--- src/rtl/ov7670_cfg_pkg.sv ---
// ---------------------------------------------------------------------------
// ov7670_cfg_pkg
// Shared types and constants for the OV7670 SCCB configuration controller.
//   cfg_state_e   : sequencing FSM states of ov7670_sccb_config
//   sccb_phase_e  : phase FSM states of sccb_write_engine
//   sccb_frame()  : builds the 27-bit serial frame (addr, reg, value, each
//                   followed by a released don't-care ninth bit)
// ---------------------------------------------------------------------------
package ov7670_cfg_pkg;

  typedef enum logic [2:0] {
    ST_IDLE,
    ST_RESEND,
    ST_SETTLE,
    ST_LOAD,
    ST_SEND,
    ST_RSTWAIT,
    ST_ADVANCE,
    ST_DONE
  } cfg_state_e;

  typedef enum logic [1:0] {
    PH_IDLE,
    PH_START,
    PH_BIT,
    PH_STOP
  } sccb_phase_e;

  localparam logic [15:0] SCCB_SOFT_RESET = 16'h1280;
  localparam logic [15:0] ROM_END         = 16'hFFFF;
  localparam int          ROM_SETTLE      = 2;
  localparam int          SCCB_BITS       = 27;

  // A '1' in a don't-care slot means SIOD is released (pull-up drives it).
  function automatic logic [SCCB_BITS-1:0] sccb_frame(input logic [7:0]  addr,
                                                       input logic [15:0] data);
    return {addr, 1'b1, data[15:8], 1'b1, data[7:0], 1'b1};
  endfunction

endpackage

--- src/rtl/sccb_write_engine.sv ---
// ---------------------------------------------------------------------------
// sccb_write_engine
// Issues one three-phase SCCB write: start, 27 data bits, stop.
// Every bit is four quarters of QTR_DIV clk cycles:
//   q0 SIOC low, data driven; q1 SIOC low; q2/q3 SIOC high.
// Ports:
//   clk, resetn   : clock, synchronous active-low reset
//   go            : one-cycle request; data is captured on this edge
//   data[15:0]    : {register, value}
//   sioc          : SCCB clock (registered)
//   siod_oe       : 1 pulls SIOD low, 0 releases it (registered)
//   done          : one-cycle pulse 116*QTR_DIV cycles after the go edge
// Handshake: go is only honoured while the engine is idle; the requester
// must hold off further go pulses until it has seen done.
// ---------------------------------------------------------------------------
module sccb_write_engine
  import ov7670_cfg_pkg::*;
#(
  parameter int          QTR_DIV    = 63,
  parameter logic [7:0]  SLAVE_ADDR = 8'h42
) (
  input  logic        clk,
  input  logic        resetn,
  input  logic        go,
  input  logic [15:0] data,
  output logic        sioc,
  output logic        siod_oe,
  output logic        done
);

  localparam int             CW       = (QTR_DIV > 1) ? $clog2(QTR_DIV) : 1;
  localparam logic [CW-1:0]  QTR_LAST = CW'(QTR_DIV - 1);
  localparam logic [4:0]     LAST_BIT = 5'(SCCB_BITS - 1);

  sccb_phase_e          phase_q, phase_d;
  logic [CW-1:0]        tick_cnt_q, tick_cnt_d;
  logic [1:0]           qtr_q, qtr_d;
  logic [4:0]           bit_q, bit_d;
  logic [SCCB_BITS-1:0] shift_q, shift_d;
  logic                 sioc_q, sioc_d;
  logic                 oe_q, oe_d;
  logic                 done_q, done_d;
  logic                 tick;

  assign tick = (tick_cnt_q == QTR_LAST);

  always_comb begin
    phase_d    = phase_q;
    tick_cnt_d = tick_cnt_q;
    qtr_d      = qtr_q;
    bit_d      = bit_q;
    shift_d    = shift_q;
    done_d     = 1'b0;

    if (phase_q == PH_IDLE) begin
      tick_cnt_d = '0;
      if (go) begin
        phase_d = PH_START;
        qtr_d   = 2'd0;
        bit_d   = 5'd0;
        shift_d = sccb_frame(SLAVE_ADDR, data);
      end
    end else if (!tick) begin
      tick_cnt_d = tick_cnt_q + 1'b1;
    end else begin
      tick_cnt_d = '0;
      qtr_d      = qtr_q + 2'd1;
      if (qtr_q == 2'd3) begin
        case (phase_q)
          PH_START: phase_d = PH_BIT;
          PH_BIT: begin
            if (bit_q == LAST_BIT) begin
              phase_d = PH_STOP;
            end else begin
              bit_d   = bit_q + 5'd1;
              shift_d = shift_q << 1;
            end
          end
          PH_STOP: begin
            phase_d = PH_IDLE;
            done_d  = 1'b1;
          end
          default: phase_d = PH_IDLE;
        endcase
      end
    end

    // Pin levels are decoded from the next state and registered, so the pins
    // line up with the phase/quarter registers and never glitch.
    sioc_d = 1'b1;
    oe_d   = 1'b0;
    case (phase_d)
      PH_START: begin
        // SIOD falls with SIOC high (start condition), then SIOC drops.
        sioc_d = ~qtr_d[1];
        oe_d   = 1'b1;
      end
      PH_BIT: begin
        sioc_d = qtr_d[1];
        oe_d   = ~shift_d[SCCB_BITS-1];
      end
      PH_STOP: begin
        // SIOD low, then SIOC high, then SIOD released (stop condition).
        sioc_d = (qtr_d != 2'd0);
        oe_d   = ~qtr_d[1];
      end
      default: begin
        sioc_d = 1'b1;
        oe_d   = 1'b0;
      end
    endcase
  end

  always_ff @(posedge clk) begin
    if (!resetn) begin
      phase_q    <= PH_IDLE;
      tick_cnt_q <= '0;
      qtr_q      <= 2'd0;
      bit_q      <= 5'd0;
      shift_q    <= '0;
      sioc_q     <= 1'b1;
      oe_q       <= 1'b0;
      done_q     <= 1'b0;
    end else begin
      phase_q    <= phase_d;
      tick_cnt_q <= tick_cnt_d;
      qtr_q      <= qtr_d;
      bit_q      <= bit_d;
      shift_q    <= shift_d;
      sioc_q     <= sioc_d;
      oe_q       <= oe_d;
      done_q     <= done_d;
    end
  end

  assign sioc    = sioc_q;
  assign siod_oe = oe_q;
  assign done    = done_q;

endmodule

--- src/rtl/ov7670_sccb_config.sv ---
// ---------------------------------------------------------------------------
// ov7670_sccb_config
// Walks the OV7670 register ROM from entry 0 to its end marker and writes
// every entry to the camera over SCCB. After the soft-reset command the
// sequence idles RESET_WAIT cycles before the next write.
// Ports:
//   clk, resetn      : clock, synchronous active-low reset
//   start            : one-cycle pulse, accepted only in IDLE or DONE
//   rom_command      : {register, value} from the ROM
//   rom_finished     : ROM end marker, sampled only in LOAD
//   rom_resend       : one-cycle pulse rewinding the ROM to entry 0
//   rom_advance      : one-cycle pulse stepping the ROM
//   sioc, siod_oe    : SCCB pins (siod_oe=1 pulls SIOD low)
//   busy             : high from accepted start until DONE
//   done             : high in DONE until the next start or reset
// ---------------------------------------------------------------------------
module ov7670_sccb_config
  import ov7670_cfg_pkg::*;
#(
  parameter int         QTR_DIV    = 63,
  parameter int         RESET_WAIT = 25000,
  parameter logic [7:0] SLAVE_ADDR = 8'h42
) (
  input  logic        clk,
  input  logic        resetn,
  input  logic        start,
  input  logic [15:0] rom_command,
  input  logic        rom_finished,
  output logic        rom_resend,
  output logic        rom_advance,
  output logic        sioc,
  output logic        siod_oe,
  output logic        busy,
  output logic        done
);

  localparam int             WW          = $clog2(RESET_WAIT + 1);
  localparam logic [WW-1:0]  WAIT_LAST   = WW'(RESET_WAIT - 1);
  localparam int             SW          = (ROM_SETTLE > 1) ? $clog2(ROM_SETTLE) : 1;
  localparam logic [SW-1:0]  SETTLE_LAST = SW'(ROM_SETTLE - 1);

  cfg_state_e    state_q, state_d;
  logic [SW-1:0] settle_q, settle_d;
  logic [WW-1:0] wait_q, wait_d;
  logic [15:0]   cmd_q, cmd_d;
  logic          eng_go;
  logic          eng_done;

  always_comb begin
    state_d  = state_q;
    settle_d = settle_q;
    wait_d   = wait_q;
    cmd_d    = cmd_q;
    eng_go   = 1'b0;

    case (state_q)
      ST_IDLE, ST_DONE: begin
        if (start) state_d = ST_RESEND;
      end
      ST_RESEND: begin
        settle_d = '0;
        state_d  = ST_SETTLE;
      end
      // The ROM needs one cycle to move its address and one more for its
      // registered output before rom_command/rom_finished are valid.
      ST_SETTLE: begin
        if (settle_q == SETTLE_LAST) state_d = ST_LOAD;
        else                         settle_d = settle_q + 1'b1;
      end
      ST_LOAD: begin
        if (rom_finished) begin
          state_d = ST_DONE;
        end else begin
          cmd_d   = rom_command;
          eng_go  = 1'b1;
          state_d = ST_SEND;
        end
      end
      ST_SEND: begin
        if (eng_done) begin
          wait_d  = '0;
          state_d = (cmd_q == SCCB_SOFT_RESET) ? ST_RSTWAIT : ST_ADVANCE;
        end
      end
      ST_RSTWAIT: begin
        if (wait_q == WAIT_LAST) state_d = ST_ADVANCE;
        else                     wait_d  = wait_q + 1'b1;
      end
      ST_ADVANCE: begin
        settle_d = '0;
        state_d  = ST_SETTLE;
      end
      default: state_d = ST_IDLE;
    endcase
  end

  always_ff @(posedge clk) begin
    if (!resetn) begin
      state_q  <= ST_IDLE;
      settle_q <= '0;
      wait_q   <= '0;
      cmd_q    <= '0;
    end else begin
      state_q  <= state_d;
      settle_q <= settle_d;
      wait_q   <= wait_d;
      cmd_q    <= cmd_d;
    end
  end

  assign rom_resend  = (state_q == ST_RESEND);
  assign rom_advance = (state_q == ST_ADVANCE);
  assign done        = (state_q == ST_DONE);
  assign busy        = (state_q != ST_IDLE) && (state_q != ST_DONE);

  sccb_write_engine #(
    .QTR_DIV    (QTR_DIV),
    .SLAVE_ADDR (SLAVE_ADDR)
  ) u_engine (
    .clk     (clk),
    .resetn  (resetn),
    .go      (eng_go),
    .data    (rom_command),
    .sioc    (sioc),
    .siod_oe (siod_oe),
    .done    (eng_done)
  );

endmodule

--- config.mk ---
export PLATFORM = sky130hd
export DESIGN_NAME = ov7670_sccb_config
export DESIGN_NICKNAME = d
export VERILOG_FILES = /design/src/rtl/ov7670_cfg_pkg.sv /design/src/rtl/sccb_write_engine.sv /design/src/rtl/ov7670_sccb_config.sv
export SDC_FILE = /design/constraint.sdc
export NUM_CORES = 1
export LEC_CHECK = 0
export ABC_AREA = 0
export BUFFER_PORTS_ARGS = -buffer_cell sky130_fd_sc_hd__buf_2
export CORE_MARGIN = 3
export CORE_UTILIZATION = 54
export CTS_BUF_LIST = sky130_fd_sc_hd__clkbuf_8 sky130_fd_sc_hd__clkbuf_16
export DETAILED_ROUTE_END_ITERATION = 8
export PLACE_DENSITY = 0.73
export SYNTH_ARGS = -nofsm -noshare
export SYNTH_HDL_FRONTEND = slang
export SYNTH_SLANG_ARGS = --single-unit
--- constraint.sdc ---
create_clock -name clk -period 3.9 [get_ports clk]
set_input_delay 0.78 -clock clk [delete_from_list [all_inputs] [get_ports clk]]
set_output_delay 0.78 -clock clk [all_outputs]
set_load 0.01 [all_outputs]
After elaboration in Yosys (flattened, before gate mapping). Index checks and enable logic that the tools add are counted.

Register bits after elaboration: 80. Latch bits: 0. Bits in read-only memories: 0. Memories: 0. Logic and storage cells: 106. Bits in writable memories: 0. Output and inout port bits: 6. Input bits: 20.

Div/mod/pow operators: 0. Mux-type cells: 38. Bitwise logic cells: 6. Multipliers: 0. Shifts and indexed selects: 0. $add $sub $neg: 5. Equal/unequal tests: 26. Magnitude comparators: 0. Reduce and logical (&&, ||, !) cells: 18.

Operators with widths (number): two-way mux 27 bit (6); two-way mux 15 bit (2); two-way mux 5 bit (6); case mux 15 bit (2 select lines) (1); two-way mux 2 bit (10); case mux 3 bit (6 select lines) (1); == test 16 x 13 -> 1 bit, second input constant (1); adder 15 x 1 -> 15 bit, second input constant (1); == test 15 bit, second input constant (1); == test 3 bit, second input constant (4); two-way mux 3 bit (4); nonzero test 2 bit (6); == test 2 bit, second input constant (5); != test 2 bit, second input constant (5); adder 6 x 1 -> 6 bit, second input constant (1); == test 3 x 2 -> 1 bit, second input constant (2); == test 6 bit, second input constant (1); inverter 1 bit (6); case mux 1 bit (3 select lines) (2); adder 5 x 1 -> 5 bit, second input constant (1); == test 5 bit, second input constant (1); AND reduction 5 bit (1); == test 2 x 1 -> 1 bit, second input constant (2); two-way mux 1 bit (4); other kinds (17) (19).

Depth between registers and ports, before layout.
Word-level depth: 8. Depth in mapped cells: 9. Mapped depth without buffers: 7.

By module. A second synthesis with hierarchy kept.

Cell total of the unflattened synthesis: 419. Area, all modules: 3663.5 µm².

By module, submodules not included: sccb_write_engine (instances 1, cells an instance 225, area each 2026.9 µm², seq. area each 900.9 µm²); ov7670_sccb_config (instances 1, cells an instance 194, area each 1636.6 µm², seq. area each 700.7 µm²).

Worst setup path after synthesis. Ideal clock, no wire load.

Kind: input-to-reg. Start: input port rom_finished. End: register u_engine.oe_q, in the netlist u_engine.siod_oe. Path buffers: 1. Data arrival time: 1.935 ns. Stages on the path: 6. Setup time: 0.117 ns. Setup slack: 1.847 ns. Cell sequence: nor4bb_1 > buf_2 > nand2_1 > a31oi_1 > nor2_1 > a32o_1.

Longest elaborated chain between the ends: 6.

RTL lines: from (decl) (RTL line ov7670_sccb_config.sv:28) `input logic rom_finished,`; two-way mux 1 bit (*) (RTL line ov7670_sccb_config.sv:71) `if (rom_finished) begin`; two-way mux 1 bit (*) (RTL line ov7670_sccb_config.sv:56) `case (state_q)`; two-way mux 2 bit / two-way mux 27 bit (equally long branches) (RTL line sccb_write_engine.sv:57) `if (go) begin`; two-way mux 2 bit / two-way mux 27 bit (equally long branches) (RTL line sccb_write_engine.sv:55) `if (phase_q == PH_IDLE) begin`; == test 2 bit, or another cell as far along (RTL line sccb_write_engine.sv:92) `case (phase_d)`; case mux 1 bit (3 select lines) (*) (RTL line sccb_write_engine.sv:92); to (signal assigned) (RTL line sccb_write_engine.sv:122) `oe_q <= 1'b0;`; to (signal assigned) (RTL line sccb_write_engine.sv:131) `oe_q <= oe_d;`; to (decl) (RTL line sccb_write_engine.sv:41) `logic oe_q, oe_d;`.

Every way passes the cells marked *; elsewhere a longest branch is shown, timed or not. The select of a mux whose other input is x is not followed. A chain may end at the register's enable or synchronous reset.

Final worst setup path.
Start: register state_q[0]. End: output port busy.

Longest elaborated chain between the ends: 2.

RTL lines: from (decl) (RTL line ov7670_sccb_config.sv:42) `cfg_state_e state_q, state_d;`; from (signal assigned) (RTL line ov7670_sccb_config.sv:104) `state_q <= state_d;`; != test 3 bit / nonzero test 3 bit (equally long branches) (RTL line ov7670_sccb_config.sv:114) `assign busy = (state_q != ST_IDLE) && (state_q != ST_DONE);`; logical AND 1 bit (*) (RTL line ov7670_sccb_config.sv:114); to (decl) (RTL line ov7670_sccb_config.sv:33) `output logic busy,`.

Every way passes the cells marked *; elsewhere a longest branch is shown, timed or not.

==> results.cfg <==
[clock_network]
clock_latency_ps = 350
cts.htree.levels = 3
hold_buffers = 0
cts.path.max_buffers = 2
cts_made_buffers = 9
clkSlewWorstSetupHoldPaths_ps = 80
ctsResizeCount = 0
cts.sinks = 80
cts-root-buf = clkbuf_8
cts_tree = built
post-cts-setup-buffers = 0

[floorplanning]
fp.dieW_um = 88.44
rows = 29
ios = 26
start_util = 0.5682
core_area_um2 = 6459
die_area_um2 = 7821
die_h_um = 88.44

[power]
p_leak_nw = 1.412
power_mw = 1.836
irDropWorstVdd_v = 0.0002835
powerDensity_nw_per_um2 = 456.0

[sta]
fmaxAchievable_mhz = 379.2
hold_violations = 0
final.min_clock_period_ps = 2637
finClkSkew_ps = 9.444
fin_setup_tns_ps = 0
relSlewSlack = 0.4218
setup_viol = 0
period_share = 0.6762
rsz0062_at_grt = false
slew_violations = 0
tightestPinTransition_ps = 866.2

[yosys]
ys_dominant_reg_cell = dfxtp_1
synth_cell_types = 49
syn-num-nets = 452
synthCells = 423
async_flop_share = 0
synth.yosys.seq_area_share = 0.4364
yosys_warnings = 0
synth_edf_count = 0
synth-seq-cells = 80
syn_area_per_cell_um2 = 8.676
syn_area_um2 = 3670

[critical_path]
crit_path_max_incr_delay_ps = 890
end_kind = primary output
cpMostUsedCell = nor2_1
critPathRequiredTime_ps = 3120
cp.depth = 4
arrival_ps = 1860
critPathLaunchType = register
cp_max_fo = 28
critPathKind = register to primary output
rr_worst_depth = 6
cp_top_family = flip-flops
crit_buf_inv = 1
cpMaxStageDelayCell = dfxtp_1
path_cells = nand2_1 -> nor2_1 -> nor2_1 -> buf_2

[detailed_routing]
vias = 2949
via_per_inst = 5.715
avgRoutedWirePerCell_um = 14.44
first_pass_iters = 4
ant_nets = 0
routed_wl_um = 7451
drtIter0Drc = 160
route.detailed.drc = 0

[global_route]
grt_pass1_vias = 2767
grt_max_degree = 59
antenna_found_initial = 0
track_usage = 0.2053
grt_overflow = 0
grt_first_pass_wirelength_um = 12610

[layout]
diodes = 0
nets = 464
drive_gt1_frac = 0.1162
syn_to_final_growth_pct = 9.717

[min_path]
hold_path.class = register to register
worstHoldPathCells = 2

[flow_run]
cap_violations = 0

[run_status]
status = finished clean

[placed_design]
hpwl_um = 5117
portBuffers = 25
place_congestion = 0.8074
-- cell usage after synthesis, drive strengths merged, types with 6 or more instances --
cell	count	share of area
inv	10	0.010
nor2b	6	0.010
o21ai	8	0.011
nor2	40	0.042
a21boi	37	0.076
dfxtp	80	0.44
nand3	15	0.020
xnor2	17	0.041
a21oi	7	0.0095
a211oi	11	0.023
nand2	66	0.068
nor3	8	0.011
ha	9	0.031
buf	9	0.013
and2	6	0.010
a22oi	16	0.033
clkbuf	19	0.019
-- layout make-up --
type,count,area [um^2]
flip-flops and latches,80,1602
clock inverters,5,81.33
well taps,77,96.34
inverters,10,37.54
multi-input cells,305,1917
clock buffers,10,137.6
fillers,572,2432
repair buffers,29,155.1
-- path summary, 6_finish.rpt --
kind / from / endpoint / slack, ps
setup / recovery: state_q[0]$_SDFFE_PN0P_ / busy / 1260
hold / removal: cmd_q[3]$_SDFFE_PN0P_ / cmd_q[3]$_SDFFE_PN0P_ / 470
hold reg to reg: cmd_q[3]$_SDFFE_PN0P_ / cmd_q[3]$_SDFFE_PN0P_ / 470
setup reg to reg: state_q[0]$_SDFFE_PN0P_ / u_engine.siod_oe$_SDFF_PN0_ / 1270
-- power breakdown --
part	leakage [nW]	internal [mW]	switching, mW
logic	0.658	0.109	0.127
clock network	0.108	0.374	0.298
registers	0.645	0.859	0.0690
total	1.41	1.34	0.494
-- tightest hold or removal path: stages, from the launching register on --
cell and delay, ps:
dfxtp_1 320, nand2_1 50, a21boi_0 60
-- placed cells by master (no fill, tap or decap), types with 2 or more instances in the layout --
cell,Yosys,final
nor2b_1,6,6
xor2_1,5,5
a211oi_1,11,11
nor2_1,39,39
a22oi_1,16,16
clkbuf_8,0,10
buf_4,2,4
or3_1,3,3
nor4_1,3,3
xnor2_1,17,17
inv_1,10,10
o21ai_0,8,8
dfxtp_1,80,80
a21oi_1,7,7
nor3b_1,5,5
o21a_1,2,2
and3_1,5,5
buf_2,6,25
o2111ai_1,4,4
a21boi_0,37,37
nand2_1,66,66
and4_1,3,3
nand4b_1,3,3
and2_1,6,6
ha_1,9,9
bufinv_16,0,2
nand3_1,15,15
nand4_1,4,4
mux2i_1,3,3
nor3_1,8,8
-- layer usage --
layer / routed length [um] / global-route usage / part of all wire
met5: 0 / 0 / 0
met4: 136 / 0.08654 / 0.018
met3: 404 / 0.04097 / 0.054
met2: 3279 / 0.3148 / 0.44
met1: 3631 / 0.2823 / 0.49
-- stage by stage --
| step | instance area (um^2) | hold slack (ps) | setup slack, ps | utilization | std cells |
|---|---|---|---|---|---|
| floorplan | 3670 | 430.0 | 1847 | - | 423 |
| global placement | 3807 | 448.4 | 1343 | 0.5895 | 501 |
| detailed placement | 3807 | 459.4 | 1320 | 0.5895 | 501 |
| CTS | 4026 | 471.2 | 1260 | 0.6234 | 516 |
| global route | 4026 | 487.8 | 1089 | 0.6234 | 516 |
| finish | 4026 | 468.2 | 1263 | 0.6234 | 516 |
-- cell families after synthesis --
kind of cell | Yosys count | synth area share
simple gates | 178 | 0.2424
compound gates | 93 | 0.1868
flops | 80 | 0.4364
buf+inv | 38 | 0.04296
xor+xnor | 22 | 0.05250
fa+ha+maj | 9 | 0.03069
mux | 3 | 0.008183
-- flip-flops by register name, summed over array words and instances (netlist names) --
| name | count |
|---|---|
| u_engine.phase_q | 2 |
| u_engine.sioc | 1 |
| u_engine.bit_q | 5 |
| u_engine.tick_cnt_q | 6 |
| u_engine.qtr_q | 2 |
| u_engine.siod_oe | 1 |
| cmd_q | 16 |
| settle_q | 1 |
| wait_q | 15 |
| state_q | 3 |
| u_engine.shift_q | 27 |
| u_engine.done | 1 |
Note: power is estimated with default switching activity, not from simulation.
